$ cat src/rtl/matmul_pkg.sv
// Shared parameters, register map and helpers for the matmul accelerator APB front end.
package matmul_pkg;

   localparam int DATA_WIDTH = 8;
   localparam int BUS_WIDTH  = 32;
   localparam int ADDR_WIDTH = 16;
   localparam int MAX_DIM    = BUS_WIDTH / DATA_WIDTH;
   localparam int ROW_W      = $clog2(MAX_DIM);
   localparam int SP_DEPTH   = MAX_DIM * MAX_DIM;
   localparam int SP_AW      = $clog2(SP_DEPTH);

   localparam logic [4:0] CONTROL   = 5'b00000;
   localparam logic [4:0] OPERAND_A = 5'b00100;
   localparam logic [4:0] OPERAND_B = 5'b01000;
   localparam logic [4:0] FLAGS     = 5'b01100;
   localparam logic [4:0] SP        = 5'b10000;

   localparam int                   CTRL_START      = 0;
   localparam logic [BUS_WIDTH-1:0] CTRL_START_MASK = BUS_WIDTH'(1) << CTRL_START;

   typedef enum logic [1:0] {IDLE, ACCESS, RDWAIT} apb_state_t;

   // Merge only the strobed byte lanes of new_v into old_v.
   function automatic logic [BUS_WIDTH-1:0] apply_strb(input logic [BUS_WIDTH-1:0] old_v,
                                                       input logic [BUS_WIDTH-1:0] new_v,
                                                       input logic [MAX_DIM-1:0]   strb);
      logic [BUS_WIDTH-1:0] res;
      res = old_v;
      for (int k = 0; k < MAX_DIM; k++) begin
         if (strb[k]) res[k*DATA_WIDTH +: DATA_WIDTH] = new_v[k*DATA_WIDTH +: DATA_WIDTH];
      end
      return res;
   endfunction

endpackage

$ cat src/rtl/matmul_sp_mem.sv
// Result scratchpad: core write port plus a registered APB read port (read-before-write).
module matmul_sp_mem
   import matmul_pkg::*;
(
   input  logic                 clk_i,
   input  logic                 rst_ni,
   input  logic                 we_i,
   input  logic [SP_AW-1:0]     waddr_i,
   input  logic [BUS_WIDTH-1:0] wdata_i,
   input  logic                 re_i,
   input  logic [SP_AW-1:0]     raddr_i,
   output logic [BUS_WIDTH-1:0] rdata_o
);

   logic [BUS_WIDTH-1:0] mem_q [SP_DEPTH];

   // A read of the element written on the same edge sees the old contents.
   always_ff @(posedge clk_i or negedge rst_ni) begin
      if (!rst_ni) begin
         for (int i = 0; i < SP_DEPTH; i++) mem_q[i] <= '0;
         rdata_o <= '0;
      end else begin
         if (we_i) mem_q[waddr_i] <= wdata_i;
         if (re_i) rdata_o <= mem_q[raddr_i];
      end
   end

endmodule

$ cat src/rtl/matmul_apb_slave.sv
// APB responder and register file for the matmul core: operands, control, flags, scratchpad.
module matmul_apb_slave
   import matmul_pkg::*;
(
   input  logic                         clk_i,
   input  logic                         rst_ni,
   input  logic                         psel_i,
   input  logic                         penable_i,
   input  logic                         pwrite_i,
   input  logic [MAX_DIM-1:0]           pstrb_i,
   input  logic [BUS_WIDTH-1:0]         pwdata_i,
   input  logic [ADDR_WIDTH-1:0]        paddr_i,
   output logic                         pready_o,
   output logic                         pslverr_o,
   output logic [BUS_WIDTH-1:0]         prdata_o,
   output logic                         busy_o,
   output logic                         start_o,
   output logic [BUS_WIDTH-1:0]         ctrl_o,
   output logic [MAX_DIM*BUS_WIDTH-1:0] a_mat_o,
   output logic [MAX_DIM*BUS_WIDTH-1:0] b_mat_o,
   input  logic                         done_i,
   input  logic [BUS_WIDTH-1:0]         flags_i,
   input  logic                         sp_we_i,
   input  logic [SP_AW-1:0]             sp_addr_i,
   input  logic [BUS_WIDTH-1:0]         sp_wdata_i
);

   // Handshake: the access phase is the cycle after psel_i is seen in IDLE. Writes finish
   // there with pready_o=1; reads add one wait state (RDWAIT). psel_i low aborts silently.
   apb_state_t state_q, state_d;

   logic [BUS_WIDTH-1:0] ctrl_q, flags_q, rdata_q, rd_mux, sp_rdata;
   logic [BUS_WIDTH-1:0] a_q [MAX_DIM];
   logic [BUS_WIDTH-1:0] b_q [MAX_DIM];
   logic                 busy_q, start_q, rd_err_q, rd_sp_q;

   logic [4:0]       reg_sel;
   logic [ROW_W-1:0] row;
   logic [SP_AW-1:0] sp_idx;
   logic is_ctrl, is_a, is_b, is_flags, is_sp, row_oob, acc_err, wr_err;
   logic wr_fire, rd_fire, wr_ok, start_set;

   assign reg_sel  = paddr_i[4:0];
   assign row      = paddr_i[5 +: ROW_W];
   assign sp_idx   = paddr_i[5 +: SP_AW];
   assign is_ctrl  = (reg_sel == CONTROL);
   assign is_a     = (reg_sel == OPERAND_A);
   assign is_b     = (reg_sel == OPERAND_B);
   assign is_flags = (reg_sel == FLAGS);
   assign is_sp    = (reg_sel == SP);
   // Any address bit above the row field means a row index >= MAX_DIM.
   assign row_oob  = (is_a | is_b) & (|paddr_i[ADDR_WIDTH-1:5+ROW_W]);
   assign acc_err  = ~(is_ctrl | is_a | is_b | is_flags | is_sp) | row_oob;
   assign wr_err   = acc_err | is_flags | is_sp | (busy_q & (is_ctrl | is_a | is_b));

   assign wr_fire   = (state_q == ACCESS) & psel_i & pwrite_i;
   assign rd_fire   = (state_q == ACCESS) & psel_i & ~pwrite_i;
   assign wr_ok     = wr_fire & ~wr_err;
   assign start_set = wr_ok & is_ctrl & pstrb_i[CTRL_START/DATA_WIDTH] & pwdata_i[CTRL_START];

   always_ff @(posedge clk_i or negedge rst_ni) begin
      if (!rst_ni) state_q <= IDLE;
      else         state_q <= state_d;
   end

   always_comb begin
      state_d   = state_q;
      pready_o  = 1'b0;
      pslverr_o = 1'b0;
      prdata_o  = '0;
      case (state_q)
         IDLE:   if (psel_i) state_d = ACCESS;
         ACCESS: begin
            if (!psel_i) state_d = IDLE;
            else if (pwrite_i) begin
               state_d   = IDLE;
               pready_o  = 1'b1;
               pslverr_o = wr_err;
            end else state_d = RDWAIT;
         end
         RDWAIT: begin
            state_d = IDLE;
            if (psel_i) begin
               pready_o  = 1'b1;
               pslverr_o = rd_err_q;
               prdata_o  = rd_sp_q ? sp_rdata : rdata_q;
            end
         end
         default: state_d = IDLE;
      endcase
   end

   always_comb begin
      rd_mux = '0;
      case (reg_sel)
         CONTROL:   rd_mux = ctrl_q;
         OPERAND_A: rd_mux = a_q[row];
         OPERAND_B: rd_mux = b_q[row];
         FLAGS:     rd_mux = flags_q;
         default:   rd_mux = '0;
      endcase
   end

   always_ff @(posedge clk_i or negedge rst_ni) begin
      if (!rst_ni) begin
         ctrl_q   <= '0;
         flags_q  <= '0;
         rdata_q  <= '0;
         busy_q   <= 1'b0;
         start_q  <= 1'b0;
         rd_err_q <= 1'b0;
         rd_sp_q  <= 1'b0;
         for (int r = 0; r < MAX_DIM; r++) begin
            a_q[r] <= '0;
            b_q[r] <= '0;
         end
      end else begin
         if (wr_ok && is_ctrl) ctrl_q <= apply_strb(ctrl_q, pwdata_i, pstrb_i) & ~CTRL_START_MASK;
         if (wr_ok && is_a)    a_q[row] <= apply_strb(a_q[row], pwdata_i, pstrb_i);
         if (wr_ok && is_b)    b_q[row] <= apply_strb(b_q[row], pwdata_i, pstrb_i);
         if (done_i)           flags_q <= flags_i;
         start_q <= start_set;
         if (start_set)   busy_q <= 1'b1;
         else if (done_i) busy_q <= 1'b0;
         if (rd_fire) begin
            rdata_q  <= acc_err ? '0 : rd_mux;
            rd_err_q <= acc_err;
            rd_sp_q  <= is_sp;
         end
      end
   end

   matmul_sp_mem u_sp_mem (
      .clk_i   (clk_i),
      .rst_ni  (rst_ni),
      .we_i    (sp_we_i),
      .waddr_i (sp_addr_i),
      .wdata_i (sp_wdata_i),
      .re_i    (rd_fire & is_sp),
      .raddr_i (sp_idx),
      .rdata_o (sp_rdata)
   );

   always_comb begin
      a_mat_o = '0;
      b_mat_o = '0;
      for (int r = 0; r < MAX_DIM; r++) begin
         a_mat_o[r*BUS_WIDTH +: BUS_WIDTH] = a_q[r];
         b_mat_o[r*BUS_WIDTH +: BUS_WIDTH] = b_q[r];
      end
   end

   assign busy_o  = busy_q;
   assign start_o = start_q;
   assign ctrl_o  = ctrl_q;

   // penable_i is implied by the FSM position; it is not needed for decode.
   logic unused_penable;
   assign unused_penable = penable_i;

endmodule

$ cat config.mk
export PLATFORM = sky130hd
export DESIGN_NAME = matmul_apb_slave
export DESIGN_NICKNAME = d
export VERILOG_FILES = /design/src/rtl/matmul_pkg.sv /design/src/rtl/matmul_sp_mem.sv /design/src/rtl/matmul_apb_slave.sv
export SDC_FILE = /design/constraint.sdc
export NUM_CORES = 1
export LEC_CHECK = 0
export CAP_MARGIN = 20
export CORE_MARGIN = 8
export CORE_UTILIZATION = 50
export CTS_BUF_LIST = sky130_fd_sc_hd__clkbuf_8
export CTS_CLUSTER_DIAMETER = 150
export DETAILED_ROUTE_END_ITERATION = 6
export GPL_TIMING_DRIVEN = 0
export PLACE_DENSITY_LB_ADDON = 0.12
export SYNTH_ARGS = -nofsm -noshare
export SYNTH_HDL_FRONTEND = slang
export SYNTH_HIERARCHICAL = 1
export SYNTH_SLANG_ARGS = --single-unit
$ cat constraint.sdc
create_clock -name clk_i -period 5.4 [get_ports clk_i]
set_input_delay 0.81 -clock clk_i [delete_from_list [all_inputs] [get_ports clk_i]]
set_output_delay 0.81 -clock clk_i [all_outputs]
set_load 0.1 [all_outputs]
==> results of run 1 <==
cell families after synthesis:
family | share of synthesized area (%)
other | 0.00931
AO/OA/AOI/OAI | 6.50
flip-flops | 56.0
buffers and inverters | 2.73
adder cells (fa/ha/maj) | 0.121
multiplexers | 30.0
AND/OR/NAND/NOR | 4.68
state kept, by name, summed over array words and instances, names as in the netlist, 2 cells and up:
register	count
u_sp_mem/mem_q	512
a_mat_o	128
b_mat_o	128
flags_q	32
rdata_q	32
u_sp_mem/rdata_o	32
ctrl_o	31
state_q	2
power by group:
part           internal [mW]  switching [mW]  leakage [nW]  total, mW
sequential              7.77           0.587          11.6       8.36
clock                   3.28            2.83          1.79       6.11
combinational           1.44            1.35          7.79       2.79
total                   12.5            4.77          21.2       17.3
critical path, stage by stage:
cell and delay, ns:
clkdlybuf4s50_1 0.42, nor4_2 0.72, nand3_1 0.28, maj3_2 0.36, or3_4 0.35, o2bb2ai_1 0.27
clkdlybuf4s50_1 1.04
cell type report:
type	count	area (um2)	area share, %
sequential	901	22500	45.6
multi-input combinational	1759	16600	33.6
timing repair buffer	455	4750	9.61
clock buffer	197	2710	5.48
tap	1060	1330	2.68
buffer	243	1090	2.21
clock inverter	77	367	0.741
antenna	12	30.0	0.0607
inverter	2	7.51	0.0152
per-stage QoR:
| step | power [mW] | hold WS, ns | instance area [um2] | setup WS [ns] |
|---|---|---|---|---|
| global route | 18.0 | 0.0681 | 49500 | 0.291 |
| finish | 17.3 | 0.0617 | 49500 | 0.346 |
| detailed placement | 11.2 | 0.471 | 46400 | 0.520 |
| CTS | 17.4 | 0.0568 | 49400 | 0.468 |
| floorplan | 10.2 | 0.449 | 40300 | 2.08 |
| global placement | 11.1 | 0.462 | 46000 | -34.86 |
path summary, 6_finish.rpt:
check | start | end | slack (ns) | cells past startpoint
min in group clk_i | rdata_q[0] | rdata_q[0] | 0.48 | 2
min | rst_ni | u_sp_mem/mem_q[413] | 0.06 | 2
max reg2reg | state_q[1] | u_sp_mem/rdata_o[27] | 2.48 | 8
min reg2reg | rdata_q[0] | rdata_q[0] | 0.48 | 2
max | paddr_i[9] | pslverr_o | 0.35 | 7
max in group asynchronous | rst_ni | u_sp_mem/mem_q[365] | 3.15 | 5
synthesized netlist by cell type, types with 6 or more instances:
cell,n
a21oi_1,35
dfrtp_1,901
nand2b_1,6
nor2_1,110
mux4_2,192
a221oi_1,63
nand2_1,266
clkbuf_1,121
a22o_1,31
o21ai_0,229
nor3_1,7
mux2_1,8
o21ai_1,28
buf_2,102
mux2_2,568
mux2i_1,128
o22ai_1,32
buf_4,14
per-layer routing:
| metal | vias to the layer above | share of wire [%] |
|---|---|---|
| met4 | 2 | 4.2 |
| met2 | 1387 | 47 |
| met3 | 314 | 9.8 |
| met1 | 15339 | 39 |
| met5 | - | 0.0099 |
| li1 | 11899 | - |
==> impl_metrics.ini, run 1 <==
[outcome]
status = finished clean

[pwr]
power.density_nw_per_um2 = 349
p_leak_nw = 21.2
ir_drop_mv = 0.226

[timing]
worstMarginPinSlew_ns = 1.20
hold_viol = 0
setup_viol = 0
slew_violations = 0
max_freq_ghz = 0.198
finalCritPeriodShare_pct = 93.6
finalClockSkew_ns = 0.0399
period_needed_ns = 5.05
setup_tns_ns = 0
rsz0062_at_grt = no
slew_headroom_pct = 19.2

[clock_network]
postCtsSetupRepairBufs = 0
numCtsBuffers = 155
cts_resized = 0
cts-root-buf = clkbuf_8
worstSkewPairLatency_ns = 0.82
tritoncts = done
cts_num_sinks = 901
cts_buffer_depth = 3
clk_pin_slew_ns = 0.06
cts-htree-levels = 4
ctsHoldBuffers = 0

[drt]
route.detailed.drc = 0
antenna_left = 0
first_pass_iters = 5
wl_per_cell_um = 30.2
routed_wl_um = 142000
drt_iter0_drc = 2320
num_vias = 28941
via_per_inst = 6.15

[finish]
layout.nets = 3647
layout_common_cells = dfrtp_1 (901), mux2_2 (568), clkdlybuf4s50_1 (439)
drive_above_1_share_pct = 31.3
fill_cells = 6243
final_common_cell = dfrtp_1
fin_util_pct = 61.7
synthToLayoutAreaGrowth_pct = 22.8
fin_cells = 4706

[synth]
synth_warnings = 6
ys_async_sr_fraction_pct = 100
ys_ff_latch = 901
synthTopCellsByArea = dfrtp_1 (56%), mux2_2 (16%), mux4_2 (11%)
synth-edff-count = 0
synth_area_um2 = 40300
synth_largest_area_cell = dfrtp_1
ys_seq_area_share_pct = 56.0
synth_nets = 3035
avgSynthCellArea_um2 = 13.9
ys.flop_type = dfrtp_1
yosysTopAreaCellShare_pct = 56.0
synth.distinct_cells = 52
synthCells = 2905

[critical_path]
cp.arrival_ns = 4.24
crit_fanout = 3
start_kind = primary input
cp-end-kind = output port
critical_path_class = primary input to output port
required_ns = 4.59

[placement]
portBuffers = 440
dp_cells = 4418
dp_hpwl_um = 104000
gp_congestion = 0.895

[die]
die_h_um = 300
initial_core_util_pct = 50.3
rows = 104
coreArea_um2 = 80200
ios = 451
dieArea_um2 = 89900
die_width_um = 300

[global_route]
grt_pass1_vias = 30814
grt_max_degree = 132
grt_use_met2_pct = 49.5
track_usage_pct = 31.2
grt-busiest-layer = met2
antenna_found_initial = 12
grt.overflow.total = 0
grt_pass1_wl_um = 209000
grtUsageMet3_pct = 10.6
use_met1_pct = 39.3

[run]
cap_violations = 0

[hold_path]
hold_class = primary input to asynchronous set/reset pin
Power figures use the tool's default switching activity.
==> inputs of run 2 (changes only) <==
ABC_CLOCK_PERIOD_IN_PS = 5400   (was not set)
CELL_PAD_IN_SITES_DETAIL_PLACEMENT = 1   (was not set)
CELL_PAD_IN_SITES_GLOBAL_PLACEMENT = 1   (was not set)
==> impl_metrics.ini, run 2 (same netlist as run 1, synthesis figures left out) <==
[drt]
met1_length_um = 56400
dr_wl_met2_um = 73200
wl_per_cell_um = 31.8
via_per_inst = 6.21
antenna_left = 0
routed_wl_um = 150000
num_vias = 29203
wl_met3_um = 12400
first_pass_iters = 5
top_layer = met5
route.detailed.drc = 0
drt_iter0_drc = 2143

[placement]
dp_hpwl_um = 108000
gp_congestion = 0.910
pre_cts_slack_ns = 0.372
portBuffers = 440
place_area_um2 = 46200

[timing]
worstMarginPinSlew_ns = 1.20
max_freq_ghz = 0.195
setup_viol = 0
setup_tns_ns = 0
rsz0062_at_grt = no
finalCritPeriodShare_pct = 95.0
whs_ns = 0.479
slew_headroom_pct = 20.1
period_needed_ns = 5.13
setup_ws_ns = 0.268
hold_viol = 0
finalClockSkew_ns = 0.0448
slew_violations = 0

[pwr]
power.density_nw_per_um2 = 352
p_leak_nw = 21.2
ir_drop_mv = 0.233

[critical_path]
start_kind = primary input
required_ns = 4.59
max_stage_delay_ns = 1.02
crit_fanout = 4
slowest_stage = clkdlybuf4s50_1
critPathMostFrequentCell = clkdlybuf4s50_1
crit_chain = clkdlybuf4s50_1, nor3_1, nand3_1, maj3_2, or3_4, o2bb2ai_1, clkdlybuf4s50_1
cp-end-kind = output port
crit_family = buffers and inverters
critical_path_class = primary input to output port
worstPathBufferInverterCount = 2
cp.arrival_ns = 4.32

[global_route]
grt_pass1_vias = 32885
track_usage_pct = 33.1
antenna_found_initial = 18
grt.overflow.total = 0
grt_pass1_wl_um = 222000
grt_max_degree = 131

[clock_network]
cts_num_sinks = 901
numCtsBuffers = 154
clk_pin_slew_ns = 0.05
ctsHoldBuffers = 1
tritoncts = done
cts_resized = 0
postCtsSetupRepairBufs = 0
cts-root-buf = clkbuf_8
cts_buffer_depth = 3
cts-htree-levels = 4
worstSkewPairLatency_ns = 0.81

[finish]
synthToLayoutAreaGrowth_pct = 22.6
final_common_cell = dfrtp_1
drive_above_1_share_pct = 31.2
fill_cells = 7745
largest-register = u_sp_mem/mem_q
largest_register_ffs = 512
layout.nets = 3642
fin_util_pct = 61.6
final_area_um2 = 49400
layout_common_cells = dfrtp_1 (901), mux2_2 (568), clkdlybuf4s50_1 (439)

[die]
rows = 104
initial_core_util_pct = 50.3
die_h_um = 300
dieArea_um2 = 89900
die_width_um = 300
ios = 451
coreArea_um2 = 80200

[run]
cap_violations = 0

[hold_path]
hold_class = flop to flop

[outcome]
status = finished clean
==> run 2: cell count changes in the layout (fill, tap and decap cells not counted), sizes merged <==
cell,delta
diode,+5
clkinvlp,-5
inv,-3
clkinv,+5
clkbuf,-1
bufinv,+1
buf,-5
dlygate4sd3,+1
==> run 2: cell type report <==
| cell class | count | area, um2 | share of cell area [%] |
|---|---|---|---|
| Sequential cell | 901 | 22500 | 45.6 |
| Multi-Input combinational cell | 1759 | 16600 | 33.7 |
| Timing Repair Buffer | 451 | 4670 | 9.44 |
| Clock buffer | 196 | 2700 | 5.46 |
| Tap cell | 1060 | 1330 | 2.68 |
| Buffer | 243 | 1090 | 2.21 |
| Clock inverter | 75 | 387 | 0.782 |
| Antenna cell | 17 | 42.5 | 0.0861 |
| Inverter | 2 | 7.51 | 0.0152 |
==> run 2: worst min-delay path, delay by kind of cell (launching register included) <==
| kind | cells | cell delay, ns |
|---|---|---|
| AND/OR/NAND/NOR | 1 | 0.05 |
| flip-flops | 1 | 0.34 |
| AO/OA/AOI/OAI | 1 | 0.06 |
==> run 2: through the flow <==
step | instances | power, mW
after floorplan | 2905 | 10.2
after global placement | 4405 | 11.1
after detailed placement | 4413 | 11.3
after CTS | 4685 | 17.5
after global routing | 4699 | 18.1
final | 4704 | 17.4
==> run 2: final timing paths <==
check	start	endpoint	slack, ns	depth (start not counted)
setup / recovery	paddr_i[8]	pslverr_o	0.27	7
hold / removal	rdata_q[5]	rdata_q[5]	0.48	2
setup reg to reg	state_q[1]	u_sp_mem/rdata_o[21]	2.09	8
hold reg to reg	rdata_q[5]	rdata_q[5]	0.48	2
max in group asynchronous	rst_ni	u_sp_mem/mem_q[233]	2.62	5
min in group asynchronous	rst_ni	u_sp_mem/mem_q[472]	0.56	2
==> run 2: routing by layer <==
metal / global-route usage, % / vias up
li1: - / 11911
met1: 40.0 / 15578
met2: 54.1 / 1327
met3: 9.92 / 381
met4: 16.3 / 6
met5: 0 / -
==> run 2: power by group <==
part	total (mW)	leakage, nW	internal, mW	switching [mW]
registers	8.41	11.6	7.77	0.632
logic	2.80	7.75	1.44	1.37
clock network	6.19	1.80	3.31	2.88
total	17.4	21.2	12.5	4.87
